File: src/rtl/fpu_addsub_ctrl.sv
// rtl/fpu_addsub_ctrl.sv - issue/collect controller for an external fp add/sub unit
//
// Accepts an ADD/SUB request on start, registers operands into the external
// fadd, waits LAT cycles, captures result/flags and presents them with a
// one-cycle valid_out. Keeps sticky accumulated flags and NZCV ALU flags.
//
// Ports:
//   clk, rst                 clock (rising edge), async active-low reset
//   start, op_code           request strobe (IDLE only); 00 ADD, 01 SUB, 1x illegal
//   op_a, op_b               operands (fp16 in [15:0] when mode_fp=0)
//   mode_fp, round_mode      0 half / 1 single; 1 RNE / 0 truncate
//   clr_flags                synchronous clear of fflags_acc
//   fa_op_a/b, fa_round,     registered drive into the fadd
//   fa_mode
//   fa_result, fa_flags      fadd result and {NV,OF,UF,-,NX}
//   busy, valid_out          busy from accept through valid_out; result strobe
//   result, flags, alu_flags captured result/flags and {N,Z,C,V}, held
//   fflags_acc               sticky OR of flags of every completed op
module fpu_addsub_ctrl #(
  parameter int unsigned LAT = 1
) (
  input  logic        clk,
  input  logic        rst,
  input  logic        start,
  input  logic [1:0]  op_code,
  input  logic [31:0] op_a,
  input  logic [31:0] op_b,
  input  logic        mode_fp,
  input  logic        round_mode,
  input  logic        clr_flags,
  output logic [31:0] fa_op_a,
  output logic [31:0] fa_op_b,
  output logic        fa_round,
  output logic        fa_mode,
  input  logic [31:0] fa_result,
  input  logic [4:0]  fa_flags,
  output logic        busy,
  output logic        valid_out,
  output logic [31:0] result,
  output logic [4:0]  flags,
  output logic [3:0]  alu_flags,
  output logic [4:0]  fflags_acc
);

  if (LAT < 1 || LAT > 15) begin : g_bad_lat
    $error("fpu_addsub_ctrl: LAT must be in 1..15");
  end

  typedef enum logic [1:0] {IDLE, WAIT, DONE} state_t;

  state_t      state_q, state_d;
  logic [3:0]  cnt_q, cnt_d;
  logic        mode_q, mode_d;
  logic        illegal_q, illegal_d;
  logic [31:0] fa_op_a_q, fa_op_a_d;
  logic [31:0] fa_op_b_q, fa_op_b_d;
  logic        fa_round_q, fa_round_d;
  logic        fa_mode_q, fa_mode_d;
  logic [31:0] result_q, result_d;
  logic [4:0]  flags_q, flags_d;
  logic [3:0]  alu_q, alu_d;
  logic [4:0]  acc_q, acc_d;

  logic        capture;
  logic [31:0] cap_result;
  logic [4:0]  cap_flags;
  logic [31:0] b_sel;
  logic [31:0] sign_mask;

  always_comb begin
    state_d    = state_q;
    cnt_d      = cnt_q;
    mode_d     = mode_q;
    illegal_d  = illegal_q;
    fa_op_a_d  = fa_op_a_q;
    fa_op_b_d  = fa_op_b_q;
    fa_round_d = fa_round_q;
    fa_mode_d  = fa_mode_q;
    result_d   = result_q;
    flags_d    = flags_q;
    alu_d      = alu_q;
    acc_d      = acc_q;
    capture    = 1'b0;

    // Half mode: upper 16 bits are never forwarded; SUB flips the sign bit of
    // the active format unconditionally, NaN included.
    b_sel     = mode_fp ? op_b : {16'h0000, op_b[15:0]};
    sign_mask = mode_fp ? 32'h8000_0000 : 32'h0000_8000;

    case (state_q)
      IDLE: begin
        if (start) begin
          state_d   = WAIT;
          cnt_d     = 4'(LAT - 1);
          mode_d    = mode_fp;
          illegal_d = op_code[1];
          if (op_code[1]) begin
            fa_op_a_d  = 32'h0;
            fa_op_b_d  = 32'h0;
            fa_round_d = 1'b0;
            fa_mode_d  = 1'b0;
          end else begin
            fa_op_a_d  = mode_fp ? op_a : {16'h0000, op_a[15:0]};
            fa_op_b_d  = op_code[0] ? (b_sel ^ sign_mask) : b_sel;
            fa_round_d = round_mode;
            fa_mode_d  = mode_fp;
          end
        end
      end
      WAIT: begin
        if (cnt_q == 4'd0) begin
          capture = 1'b1;
          state_d = DONE;
        end else begin
          cnt_d = cnt_q - 4'd1;
        end
      end
      DONE:    state_d = IDLE;
      default: state_d = IDLE;
    endcase

    // Illegal ops return the canonical quiet NaN of the latched format with NV.
    if (illegal_q) begin
      cap_result = mode_q ? 32'h7FC0_0000 : 32'h0000_7E00;
      cap_flags  = 5'b10000;
    end else begin
      cap_result = mode_q ? fa_result : {16'h0000, fa_result[15:0]};
      cap_flags  = fa_flags;
    end

    if (capture) begin
      result_d = cap_result;
      flags_d  = cap_flags;
      alu_d[3] = mode_q ? cap_result[31] : cap_result[15];
      alu_d[2] = mode_q ? (cap_result[30:0] == 31'h0) : (cap_result[14:0] == 15'h0);
      alu_d[1] = 1'b0;
      alu_d[0] = cap_flags[3];
    end

    // A clear coinciding with a capture keeps only the new op's flags.
    if (clr_flags) begin
      acc_d = capture ? cap_flags : 5'b00000;
    end else if (capture) begin
      acc_d = acc_q | cap_flags;
    end
  end

  always_ff @(posedge clk or negedge rst) begin
    if (!rst) begin
      state_q    <= IDLE;
      cnt_q      <= 4'd0;
      mode_q     <= 1'b0;
      illegal_q  <= 1'b0;
      fa_op_a_q  <= 32'h0;
      fa_op_b_q  <= 32'h0;
      fa_round_q <= 1'b0;
      fa_mode_q  <= 1'b0;
      result_q   <= 32'h0;
      flags_q    <= 5'h0;
      alu_q      <= 4'h0;
      acc_q      <= 5'h0;
    end else begin
      state_q    <= state_d;
      cnt_q      <= cnt_d;
      mode_q     <= mode_d;
      illegal_q  <= illegal_d;
      fa_op_a_q  <= fa_op_a_d;
      fa_op_b_q  <= fa_op_b_d;
      fa_round_q <= fa_round_d;
      fa_mode_q  <= fa_mode_d;
      result_q   <= result_d;
      flags_q    <= flags_d;
      alu_q      <= alu_d;
      acc_q      <= acc_d;
    end
  end

  assign fa_op_a    = fa_op_a_q;
  assign fa_op_b    = fa_op_b_q;
  assign fa_round   = fa_round_q;
  assign fa_mode    = fa_mode_q;
  assign valid_out  = (state_q == DONE);
  // busy covers the accept cycle itself, hence the start term.
  assign busy       = (state_q != IDLE) || start;
  assign result     = result_q;
  assign flags      = flags_q;
  assign alu_flags  = alu_q;
  assign fflags_acc = acc_q;

endmodule
File: config.mk
export PLATFORM = sky130hd
export DESIGN_NAME = fpu_addsub_ctrl
export DESIGN_NICKNAME = d
export VERILOG_FILES = /design/src/rtl/fpu_addsub_ctrl.sv
export SDC_FILE = /design/constraint.sdc
export NUM_CORES = 1
export LEC_CHECK = 0
export ABC_AREA = 0
export CAP_MARGIN = 0
export CORE_MARGIN = 2
export CORE_UTILIZATION = 44
export CTS_CLUSTER_DIAMETER = 30
export DETAILED_ROUTE_END_ITERATION = 7
export GPL_ROUTABILITY_DRIVEN = 0
export MAX_ROUTING_LAYER = met4
export PLACE_DENSITY = 0.85
export SLEW_MARGIN = 5
export SYNTH_ARGS = -nofsm -noshare
export SYNTH_HDL_FRONTEND = slang
export SYNTH_SLANG_ARGS = --single-unit
File: constraint.sdc
create_clock -name clk -period 3 [get_ports clk]
set_clock_uncertainty 0.05 [all_clocks]
set_input_delay 0.3 -clock clk [delete_from_list [all_inputs] [get_ports clk]]
set_output_delay 0.3 -clock clk [all_outputs]
set_load 0.05 [all_outputs]
# --- Word-level counts from Yosys, hierarchy flattened ---
# Index checks and enable logic that the tools add are counted.
totals:
  inputBits: 109
  reg_bits: 119
  wordCells: 56
op_classes:
  n_reduce_logical: 11
  n_eq_ne: 5
  add_sub_neg: 1
  bitwise_logic: 2
  mux: 25
op_table:
  columns: ["op", "count"]
  rows:
  - ["32-bit two-way mux", 8]
  - ["32-bit XOR", 1]
  - ["31-bit logical NOT", 1]
  - ["31-bit two-way mux", 1]
  - ["5-bit two-way mux", 4]
  - ["15-bit logical NOT", 1]
  - ["4-bit two-way mux", 2]
  - ["4-bit one-hot mux with 2 select lines", 1]
  - ["1-bit two-way mux", 6]
  - ["2-bit inequality test (second input constant)", 3]
  - ["2-bit nonzero test", 3]
  - ["5-bit bitwise OR", 1]
  - ["4-bit logical NOT", 1]
  - ["2-bit two-way mux", 2]
  - ["2-bit one-hot mux with 2 select lines", 1]
  - ["2-bit AND reduction", 2]
  - ["4-bit by 1-bit subtractor with 4-bit output (second input constant)", 1]
  - ["3-bit AND reduction", 1]
  - ["2-bit by 1-bit equality test with 1-bit output (second input constant)", 1]
  - ["2-bit equality test (second input constant)", 1]
  - ["2-bit logical NOT", 1]
  - ["1-bit logical OR", 1]

# --- Logic depth before layout (Yosys ltp) ---
# Gate-level depths: netlist (run 1).
logic_depth:
  depth_word: 5
  ltp_mapped: 9

# --- Worst setup path after synthesis (run 1) ---
# No wires, ideal clock.
synth_timing:
  path_type: "reg-to-reg"
  from: "register cnt_q[0]"
  to: "register cnt_q[1]"
  arrival_ns: 1.778
  slack_ns: 1.047
  path_stages_with_launch: 8
  synth_period_minus_slack_ns: 1.953
  setup_ns: 0.125
  path_cell_list: "dfrtp_1 -> inv_1 -> ha_1 -> or3b_4 -> or2_1 -> buf_6 -> and3b_4 -> mux2_4"
synth_between:
  elab_chain_len: 3
  word_cells_on_any_way: 6
synth_rtl:
  columns: ["element", "line", "text"]
  rows:
  - ["start: declaration", "52", "logic [3:0] cnt_q, cnt_d;"]
  - ["start signal: assignment", "164", "cnt_q <= cnt_d;"]
  - ["4-bit by 1-bit subtractor with 4-bit output / 4-bit logical NOT (equally long branches)", "115, 111", null]
  - ["4-bit two-way mux / 2-bit inequality test (equally long branches)", null, null]
  - ["4-bit one-hot mux with 2 select lines / 3-bit AND reduction (equally long branches)", null, null]
# Several ways; a longest one is shown, not always the timed one. The select of a mux whose other input is x is not followed.
# A chain may end at the register's enable or synchronous reset.

# --- Final worst setup path (run 1) ---
layout_timing:
  from: "register state_q[0]"
  to: "output busy"
layout_between:
  elab_chain_len: 2
layout_rtl:
  columns: ["element", "line", "text"]
  rows:
  - ["start: declaration", "51", "state_t state_q, state_d;"]
  - ["start signal: assignment", "163", "state_q <= state_d;"]
  - ["2-bit nonzero test", "184", "assign busy = (state_q != IDLE) || start;"]
  - ["1-bit logical OR", "184", null]
  - ["end: declaration", "37", "output logic busy,"]
# Every way passes these cells.

==> run_results.csv, run 1 <==
group,metric,value,unit
logic_synthesis,yosysSeqAreaShare,62.0,%
power,p_clk_share,20.3,%
floorplanning,die_w,108,um
sta,setup_tns,0,ns
cts,clock_sinks,118,
critical_path,crit_fanout,5,
placement,place_inst,778,
logic_synthesis,synth-main-ff-cell,"dfrtp_1",
floorplanning,design.die.area,0.0117,mm^2
cts,cts_buffers,17,
power,switching_power,4.46,mW
logic_synthesis,syn_inst,446,
sta,final.setup.worst_slack,0.599,ns
run_status,status,"completed",
floorplanning,coreArea,0.0104,mm^2
flow_run,maxCapViolations,0,
logic_synthesis,synth_edf_count,0,
floorplanning,io_pins,223,
cts,cts_tree,"done",
detailed_routing,dr.pass1.iters,4,
power,comb_power_share,51.6,%
sta,finalSetupViolCount,0,
power,netSwitchingFraction,46.1,%
logic_synthesis,ys_async_sr_fraction,100,%
placement,pre_cts_ws,0.770,ns
logic_synthesis,avgSynthCellArea,10.7,um^2
sta,rsz0062_at_grt,"false",
placement,io_buffers,221,
cells_and_area,multi_input_area,0.00165,mm^2
critical_path,arrival,2.05,ns
floorplanning,initial_core_util,45.7,%
sta,tightest_slew,0.635,ns
cells_and_area,final_util,73.7,%
sta,hold_violations,0,
global_routing,overflow,0,
cells_and_area,fillers,720,
detailed_routing,postRouteAntennaNets,0,
power,vdd_drop_max,0.740,mV
power,p_leak,3.38,nW
placement,placedInstanceArea,0.00708,mm^2
detailed_routing,via_per_inst,5.16,
global_routing,grt_pass1_vias,4370,
sta,hold_ws,0.303,ns
power,pwr-share-seq,28.1,%
critical_path,crit_path_max_incr_delay,0.71,ns
power,internal-power,5.22,mW
cells_and_area,layout.cells.non_filler,811,
global_routing,grt_usage,25.5,%
cts,htreeDepth,4,
cts,clockBufferDepth,2,
hold_path,hp-class,"input port to asynchronous set/reset pin",
power,p_total,9.68,mW
cells_and_area,seq_area,0.00295,mm^2
cells_and_area,layout-drive-gt1-share,7.11,%
global_routing,antenna_found_initial,0,
sta,relSlewSlack,57.7,%
logic_synthesis,ys_ff_latch,118,
critical_path,cpMaxStageDelayCell,"clkdlybuf4s50_1",
placement,hpwl,9910,um
floorplanning,rows,37,
critical_path,crit_chain,"or3_1 -> clkdlybuf4s50_1",
power,powerDensity,1260,mW/mm^2
sta,drv_slew,0,
cells_and_area,nets,773,
cells_and_area,diodes,0,
cts,path_clk_slew,0.06,ns
cts,post_cts_buffers,0,
detailed_routing,wl,13900,um
floorplanning,dieHeight,108,um
sta,fin_crit_sh,80.0,%
detailed_routing,vias,4185,
critical_path,start_kind,"register",
detailed_routing,wl_per_cell,17.2,um
cts,clock_latency,0.50,ns
logic_synthesis,ys_warn_count,0,
logic_synthesis,syn-num-nets,557,
detailed_routing,drt_iter0_drc,212,
critical_path,cp-end-kind,"primary output",
critical_path,critical_path_class,"register to primary output",
logic_synthesis,yosysUniqueCellTypes,34,
cells_and_area,fin_area,0.00767,mm^2
critical_path,critPathRequiredTime,2.65,ns
logic_synthesis,synth_area,0.00476,mm^2
cts,cts_root_buffer,"clkbuf_8",
sta,fmax,416,MHz
detailed_routing,drcViolationCount,0,
global_routing,grt_pass1_wl,21900,um
sta,min_period,2.40,ns
global_routing,grt_start_max_net_pins,66,
cells_and_area,area_growth,61.1,%
## cell usage after synthesis (2+ instances only)
cell type	n	area, um^2
xor2_1	3	26.3
nand2b_1	33	206
buf_2	5	25.0
nor3_1	2	10.0
inv_1	3	11.3
ha_1	2	25.0
nor2b_1	4	25.0
nor4_1	7	43.8
nor2_1	6	22.5
o21ai_0	69	345
o31ai_1	2	15.0
a22o_1	41	359
dfrtp_1	118	2950
a21oi_1	9	45.0
nand4_1	2	12.5
mux2_2	2	22.5
buf_4	2	15.0
nand2_1	86	323
buf_6	2	22.5
clkinv_1	2	7.51
clkbuf_1	24	90.1
nand3_1	10	50.1
## cell families (layout without fill, tap and decap cells)
family,count (synthesis),after routing,synth area share [%]
AOI/OAI and AO/OA,123,123,16.4
xor gates and xnor gates,4,4,0.735
adders and majority gates,2,2,0.525
buffers and inverters,38,267,3.60
DFF,118,118,62.0
muxes,4,4,0.998
other,1,1,0.0787
and+or+nand+nor,156,156,15.7
## power by group through the flow
| stage | Clock (mW) | Combinational [mW] | Sequential, mW |
|---|---|---|---|
| after CTS | 1.99 | 5.02 | 2.72 |
| after floorplan | 0 | 1.18 | 4.74 |
| after global routing | 2.08 | 5.26 | 2.80 |
| after global placement | 0 | 4.87 | 2.69 |
| after detailed placement | 0 | 4.97 | 2.72 |
| final | 1.97 | 4.99 | 2.72 |
## flip-flops by register name (all words and copies together) (netlist names)
register	count
state_q	2
mode_q	1
alu_flags	2
fa_op_a	32
fa_round	1
fflags_acc	5
illegal_q	1
fa_mode	1
result	32
cnt_q	4
fa_op_b	32
flags	5
## placed cells by master (no fill, tap or decap), drive strengths merged, types with 4 or more instances in the layout
cell,Yosys,final
nor2b,4,4
nand2,86,86
a21oi,9,9
nand3,10,10
nor2,7,7
o21ai,69,69
clkdlybuf4s50,0,220
nand2b,33,33
dfrtp,118,118
a22o,41,41
buf,9,9
nor4,7,7
clkbuf,24,24
clkinv,2,6
## cell type report
cell class	instances	share of cell area (%)
Timing Repair Buffer	230	29.9
Sequential cell	118	38.5
Tap cell	136	2.22
Clock buffer	24	6.39
Inverter	5	0.245
Multi-Input combinational cell	290	21.6
Clock inverter	8	1.24
## critical path, delay by kind of cell, from the launching register on
kind                   cells  cell delay (ns)
AND/OR/NAND/NOR            1             0.41
flip-flops                 1             0.43
buffers and inverters      1             0.71
## timing repair
| action | CTS | global route |
|---|---|---|
| resized for setup | 0 | 0 |
| hold endpoints to repair | 44 | 0 |
| hold buffers | 1 | 0 |
## path summary, 6_finish.rpt
check	slack, ns	end	from	depth (start not counted)
worst min-delay path	0.30	cnt_q[1]	rst	2
worst min register to register	0.43	result[23]	result[23]	2
max in group asynchronous	1.89	fa_op_b[27]	rst	3
min in group clk	0.30	fa_op_a[10]	op_a[10]	3
worst max-delay path	0.60	busy	state_q[0]	2
worst max register to register	0.73	result[10]	cnt_q[0]	7
## routing by layer
metal  up-vias  GRT usage [%]  wire length, um
met1      1987           30.0             5480
met2       202           40.4             6980
met3        29           7.90             1050
li1       1967              -                -
met5         -              -                0
met4         0           11.6              412
No activity file was read; power rests on OpenSTA's default activity.
==> inputs of run 2 (changes only) <==
--- a/config.mk
+++ b/config.mk
@@ -8,12 +8,12 @@
 export ABC_AREA = 0
 export CAP_MARGIN = 0
 export CORE_MARGIN = 2
-export CORE_UTILIZATION = 44
+export CORE_UTILIZATION = 37
 export CTS_CLUSTER_DIAMETER = 30
 export DETAILED_ROUTE_END_ITERATION = 7
 export GPL_ROUTABILITY_DRIVEN = 0
 export MAX_ROUTING_LAYER = met4
-export PLACE_DENSITY = 0.85
+export PLACE_DENSITY = 0.76
 export SLEW_MARGIN = 5
 export SYNTH_ARGS = -nofsm -noshare
 export SYNTH_HDL_FRONTEND = slang
==> constraint.sdc (replaced) <==
create_clock -name clk -period 2.1 [get_ports clk]
set_clock_uncertainty 0.05 [all_clocks]
set_input_delay 0.21 -clock clk [delete_from_list [all_inputs] [get_ports clk]]
set_output_delay 0.21 -clock clk [all_outputs]
set_load 0.05 [all_outputs]
==> run 2 against run 1 <==
  * Utilization down 11 points
  * Clock-buffer cell count down 3
  * First-iteration DRC count up 56%
  * Non-clock buffer count up 4
  * Final cell count up 4.9%
  * Sequential power up 41%
  * Routed wire length down 1.6%
  * Critical path depth up 4
  * Setup slack worse by 0.52 ns
  * Critical path type is now register to register
  * Highest routed layer unchanged
==> run_results.csv, run 2 (synthesis gave the netlist of run 1 again) <==
group,metric,value,unit
run_status,status,"completed",
placement,hpwl,9690,um
cells_and_area,diodes,0,
flow_run,maxCapViolations,0,
cts,cts_buffers,17,
cts,cts_root_buffer,"clkbuf_16",
floorplanning,design.die.area,0.0138,mm^2
sta,finalSetupViolCount,0,
cts,clock_sinks,118,
global_routing,antenna_found_initial,0,
sta,hold_violations,0,
floorplanning,io_pins,223,
critical_path,critical_path_class,"register to register",
cells_and_area,nets,777,
sta,setup_tns,0,ns
global_routing,overflow,0,
global_routing,grt_pass1_vias,4298,
sta,fmax,496,MHz
critical_path,cpMaxStageDelayCell,"or3b_4",
floorplanning,initial_core_util,37.8,%
detailed_routing,wl_per_cell,16.1,um
critical_path,cp-end-kind,"register",
detailed_routing,via_per_inst,4.96,
floorplanning,rows,41,
cells_and_area,layout-drive-gt1-share,8.25,%
sta,final.setup.worst_slack,0.0832,ns
critical_path,cp-startpoint,"cnt_q[0]",
placement,pre_cts_ws,0.0471,ns
floorplanning,coreArea,0.0126,mm^2
global_routing,grt_pass1_wl,22000,um
critical_path,arrival,2.24,ns
sta,rsz0062_at_grt,"false",
global_routing,grt_start_max_net_pins,70,
floorplanning,dieHeight,117,um
critical_path,r2r_cells,6,
cts,clock_latency,0.40,ns
cts,path_clk_slew,0.05,ns
power,powerDensity,1820,mW/mm^2
sta,tightest_slew,0.549,ns
power,p_leak,3.48,nW
cts,post_cts_buffers,0,
detailed_routing,wl,13700,um
hold_path,hp-class,"input port to asynchronous set/reset pin",
critical_path,regToRegSetupSlack,0.08,ns
global_routing,grt_usage,20.6,%
cts,clockBufferDepth,2,
critical_path,r2r-end,"cnt_q[1]",
cells_and_area,area_growth,66.0,%
power,vdd_drop_max,0.950,mV
cts,cts_tree,"done",
detailed_routing,dr.pass1.iters,4,
critical_path,start_kind,"register",
detailed_routing,drt_iter0_drc,331,
detailed_routing,postRouteAntennaNets,0,
critical_path,crit_fanout,4,
detailed_routing,vias,4221,
critical_path,cp-endpoint,"cnt_q[1]",
sta,fin_crit_sh,96.0,%
placement,io_buffers,221,
cells_and_area,final_common_cell,"clkdlybuf4s50_1",
sta,drv_slew,0,
critical_path,critPathRequiredTime,2.33,ns
critical_path,crit_path_max_incr_delay,0.40,ns
detailed_routing,drcViolationCount,0,
cells_and_area,mostFrequentLayoutCells,"218 x clkdlybuf4s50_1, 118 x dfrtp_1, 85 x nand2_1",
sta,relSlewSlack,63.3,%
sta,min_period,2.02,ns
sta,hold_ws,0.115,ns
cts,htreeDepth,4,
floorplanning,die_w,117,um
critical_path,crit_chain,"inv_1 -> ha_1 -> or3b_4 -> or2_4 -> and3b_4 -> mux2_4",
critical_path,timing.rr.start,"cnt_q[0]",
## run 2: cell types whose count changed in the layout (fill, tap and decap cells not counted), sizes merged, moves of 2 or more
cell / change
clkinvlp: +3
clkdlybuf4s50: -2
buf: +4
bufinv: +3
clkbuf: -2
clkinv: -4
## run 2: worst min-delay path by stage
stage,from,to,slack [ns],cells past startpoint
after floorplan,rst,alu_flags[2],-0.14,0
final,rst,fa_op_a[1],0.12,2
after CTS,rst,fa_op_a[1],0.09,2
after global routing,rst,fa_op_a[1],0.10,2
after detailed placement,rst,fa_op_a[1],-0.02,1
after global placement,rst,fa_op_a[1],-0.02,1
## run 2: metrics by stage
stage          std cells  cell area [um^2]  power (mW)  utilization, %
6_report             851              7910        14.4            62.7
5_1_grt              851              7910        15.1            62.7
4_1_cts              850              7880        14.4            62.4
3_5_place_dp         817              7190        11.1            57.0
3_3_place_gp         817              7190        10.9            57.0
2_1_floorplan        446              4760        8.46               -
## run 2: layer usage
| layer | wire length, um | share of wire [%] | track usage, % | vias up |
|---|---|---|---|---|
| met5 | 0 | 0 | - | - |
| met4 | 184 | 1.3 | 7.30 | 0 |
| met3 | 1150 | 8.4 | 6.83 | 16 |
| met2 | 6610 | 48 | 32.5 | 201 |
| met1 | 5750 | 42 | 24.8 | 2033 |
| li1 | - | - | - | 1971 |
## run 2: layout make-up
cell class,instances,area (um^2)
clock buffers,21,480
clock inverters,11,194
inverters,5,22.5
multi-input cells,290,1660
fillers,1016,4710
repair buffers,234,2390
well taps,172,215
flip-flops and latches,118,2950
## run 2: what timing repair did
action / CTS / global route
hold endpoints to repair: 118 / 0
hold buffers: 1 / 0
gates resized for setup: 0 / 3
endpoints found under the setup margin: 0 / 14
## run 2: worst max-delay path, delay by kind of cell, from the launching register on
family | cells | cell delay, ns
and+or+nand+nor | 3 | 0.90
DFF | 1 | 0.38
muxes | 1 | 0.30
adders and majority gates | 1 | 0.15
buffers and inverters | 1 | 0.12
## run 2: where the power goes
group | total [mW] | internal, mW | switching [mW] | leakage [nW]
clock network | 3.28 | 2.24 | 1.04 | 0.318
registers | 3.84 | 3.23 | 0.610 | 1.55
logic | 7.27 | 2.50 | 4.76 | 1.61
==> inputs of run 3 (changes only) <==
--- a/config.mk
+++ b/config.mk
@@ -7,13 +7,13 @@
 export LEC_CHECK = 0
 export ABC_AREA = 0
 export CAP_MARGIN = 0
-export CORE_MARGIN = 2
-export CORE_UTILIZATION = 37
+export CORE_MARGIN = 5
+export CORE_UTILIZATION = 35
 export CTS_CLUSTER_DIAMETER = 30
 export DETAILED_ROUTE_END_ITERATION = 7
 export GPL_ROUTABILITY_DRIVEN = 0
 export MAX_ROUTING_LAYER = met4
-export PLACE_DENSITY = 0.76
+export PLACE_DENSITY = 0.73
 export SLEW_MARGIN = 5
 export SYNTH_ARGS = -nofsm -noshare
 export SYNTH_HDL_FRONTEND = slang
==> run 3 against run 2 <==
  * Sequential share of layout area grew 0.45 points
  * Clock-buffer cell count is 1 lower
  * Critical endpoint unchanged
  * Combinational power hardly changed
  * Maximum frequency up 2.1%
  * Design area shrank 1.2%
  * Critical path depth stayed put
  * Highest routed layer unchanged
  * Largest power group unchanged
  * Final cell count rose by 0.35%
  * Die area grew 16%
  * Non-clock buffer count down 1
==> run_results.csv, run 3 (synthesis gave the netlist of run 1 again) <==
group,metric,value,unit
critical_path,arrival,2.22,ns
detailed_routing,vias,4191,
power,vdd_drop_max,0.971,mV
cells_and_area,layout-drive-gt1-share,8.11,%
cts,clock_sinks,118,
cells_and_area,fillers,1122,
critical_path,cp-startpoint,"cnt_q[0]",
cells_and_area,final_util,58.8,%
critical_path,start_kind,"register",
detailed_routing,drcViolationCount,0,
cells_and_area,diodes,0,
hold_path,hp-class,"input port to asynchronous set/reset pin",
critical_path,regToRegSetupSlack,0.12,ns
floorplanning,design.die.area,0.0160,mm^2
critical_path,r2r-end,"cnt_q[1]",
cts,clockBufferDepth,2,
floorplanning,rows,42,
detailed_routing,postRouteAntennaNets,0,
sta,hold_violations,0,
critical_path,critPathRequiredTime,2.34,ns
power,powerDensity,1790,mW/mm^2
floorplanning,dieHeight,127,um
power,p_leak,3.42,nW
cts,clock_latency,0.41,ns
sta,drv_slew,0,
global_routing,grt_start_max_net_pins,70,
global_routing,antenna_found_initial,0,
sta,fin_crit_sh,94.1,%
floorplanning,coreArea,0.0133,mm^2
global_routing,grt_pass1_vias,4335,
critical_path,cp-end-kind,"register",
sta,fmax,506,MHz
cts,path_clk_slew,0.05,ns
cts,post_cts_buffers,0,
critical_path,cp-endpoint,"cnt_q[1]",
sta,setup_tns,0,ns
detailed_routing,dr.pass1.iters,4,
sta,relSlewSlack,62.1,%
cts,cts_tree,"done",
sta,rsz0062_at_grt,"false",
floorplanning,initial_core_util,35.8,%
placement,place_inst,820,
critical_path,r2r_cells,6,
global_routing,overflow,0,
sta,finalSetupViolCount,0,
cells_and_area,nets,776,
detailed_routing,via_per_inst,4.91,
sta,min_period,1.98,ns
critical_path,critical_path_class,"register to register",
placement,hpwl,10300,um
critical_path,crit_fanout,4,
critical_path,timing.rr.start,"cnt_q[0]",
cts,htreeDepth,4,
detailed_routing,drt_iter0_drc,246,
flow_run,maxCapViolations,0,
cells_and_area,multi_input_area,0.00166,mm^2
floorplanning,io_pins,223,
global_routing,grt_pass1_wl,22600,um
cells_and_area,layout.cells.non_filler,854,
cells_and_area,seq_area,0.00295,mm^2
cells_and_area,area_growth,64.1,%
cells_and_area,mostFrequentLayoutCells,"218 x clkdlybuf4s50_1, 118 x dfrtp_1, 85 x nand2_1",
global_routing,grt_usage,18.3,%
sta,tightest_slew,0.566,ns
floorplanning,die_w,127,um
detailed_routing,wl_per_cell,16.5,um
run_status,status,"completed",
detailed_routing,wl,14100,um
cts,cts_root_buffer,"clkbuf_16",
cells_and_area,final_common_cell,"clkdlybuf4s50_1",
cts,cts_buffers,17,
placement,io_buffers,221,
[run 3: how the worst min path moves through the flow]
stage / slack [ns] / start / end / cells past startpoint
after global routing: 0.18 / rst / fa_op_b[9] / 2
after floorplan: -0.14 / rst / alu_flags[2] / 0
after CTS: 0.16 / rst / fa_op_a[15] / 2
after global placement: 0.04 / rst / cnt_q[2] / 1
after detailed placement: 0.06 / rst / cnt_q[1] / 1
final: 0.18 / rst / fa_op_b[0] / 2
[run 3: area by class of cell]
cell class / instances / area share, %
Tap cell: 176 / 2.82
Inverter: 5 / 0.240
Sequential cell: 118 / 37.8
Clock inverter: 12 / 1.65
Multi-Input combinational cell: 290 / 21.3
Timing Repair Buffer: 233 / 30.4
Clock buffer: 20 / 5.84
[run 3: repair_timing]
item	CTS	global route
hold endpoints to repair	85	0
gates resized for setup	2	7
gates cloned	0	1
hold buffers	1	0
setup endpoints to repair	9	28
[run 3: power by group]
| part | internal [mW] | switching, mW |
|---|---|---|
| logic | 2.52 | 4.75 |
| clock network | 1.80 | 1.02 |
| registers | 3.23 | 0.646 |
| total | 7.56 | 6.41 |
[run 3: layer usage]
metal	vias to the layer above	track usage, %	share of wire, %
met5	-	-	0
met4	0	5.49	1.1
met3	16	6.31	7.3
met2	171	28.7	49
met1	2022	22.3	42
li1	1982	-	-
[run 3: worst max-delay path: stages (launching register included)]
cell and delay [ns]:
dfrtp_1 0.40, inv_2 0.09, ha_1 0.14, or3b_4 0.39, or2_4 0.28, and3b_4 0.21, mux2_4 0.29
[run 3: per-stage QoR]
step                      cell area (um^2)  hold WS, ns  setup slack, ns  power (mW)
after floorplan                       4760       -0.136            0.147        8.46
after global placement                7190       0.0428            0.107        10.9
after detailed placement              7190       0.0557          -0.0103        11.1
after CTS                             7790        0.160           0.0137        14.0
after global routing                  7820        0.182           0.0665        14.7
final                                 7820        0.177            0.124        14.0
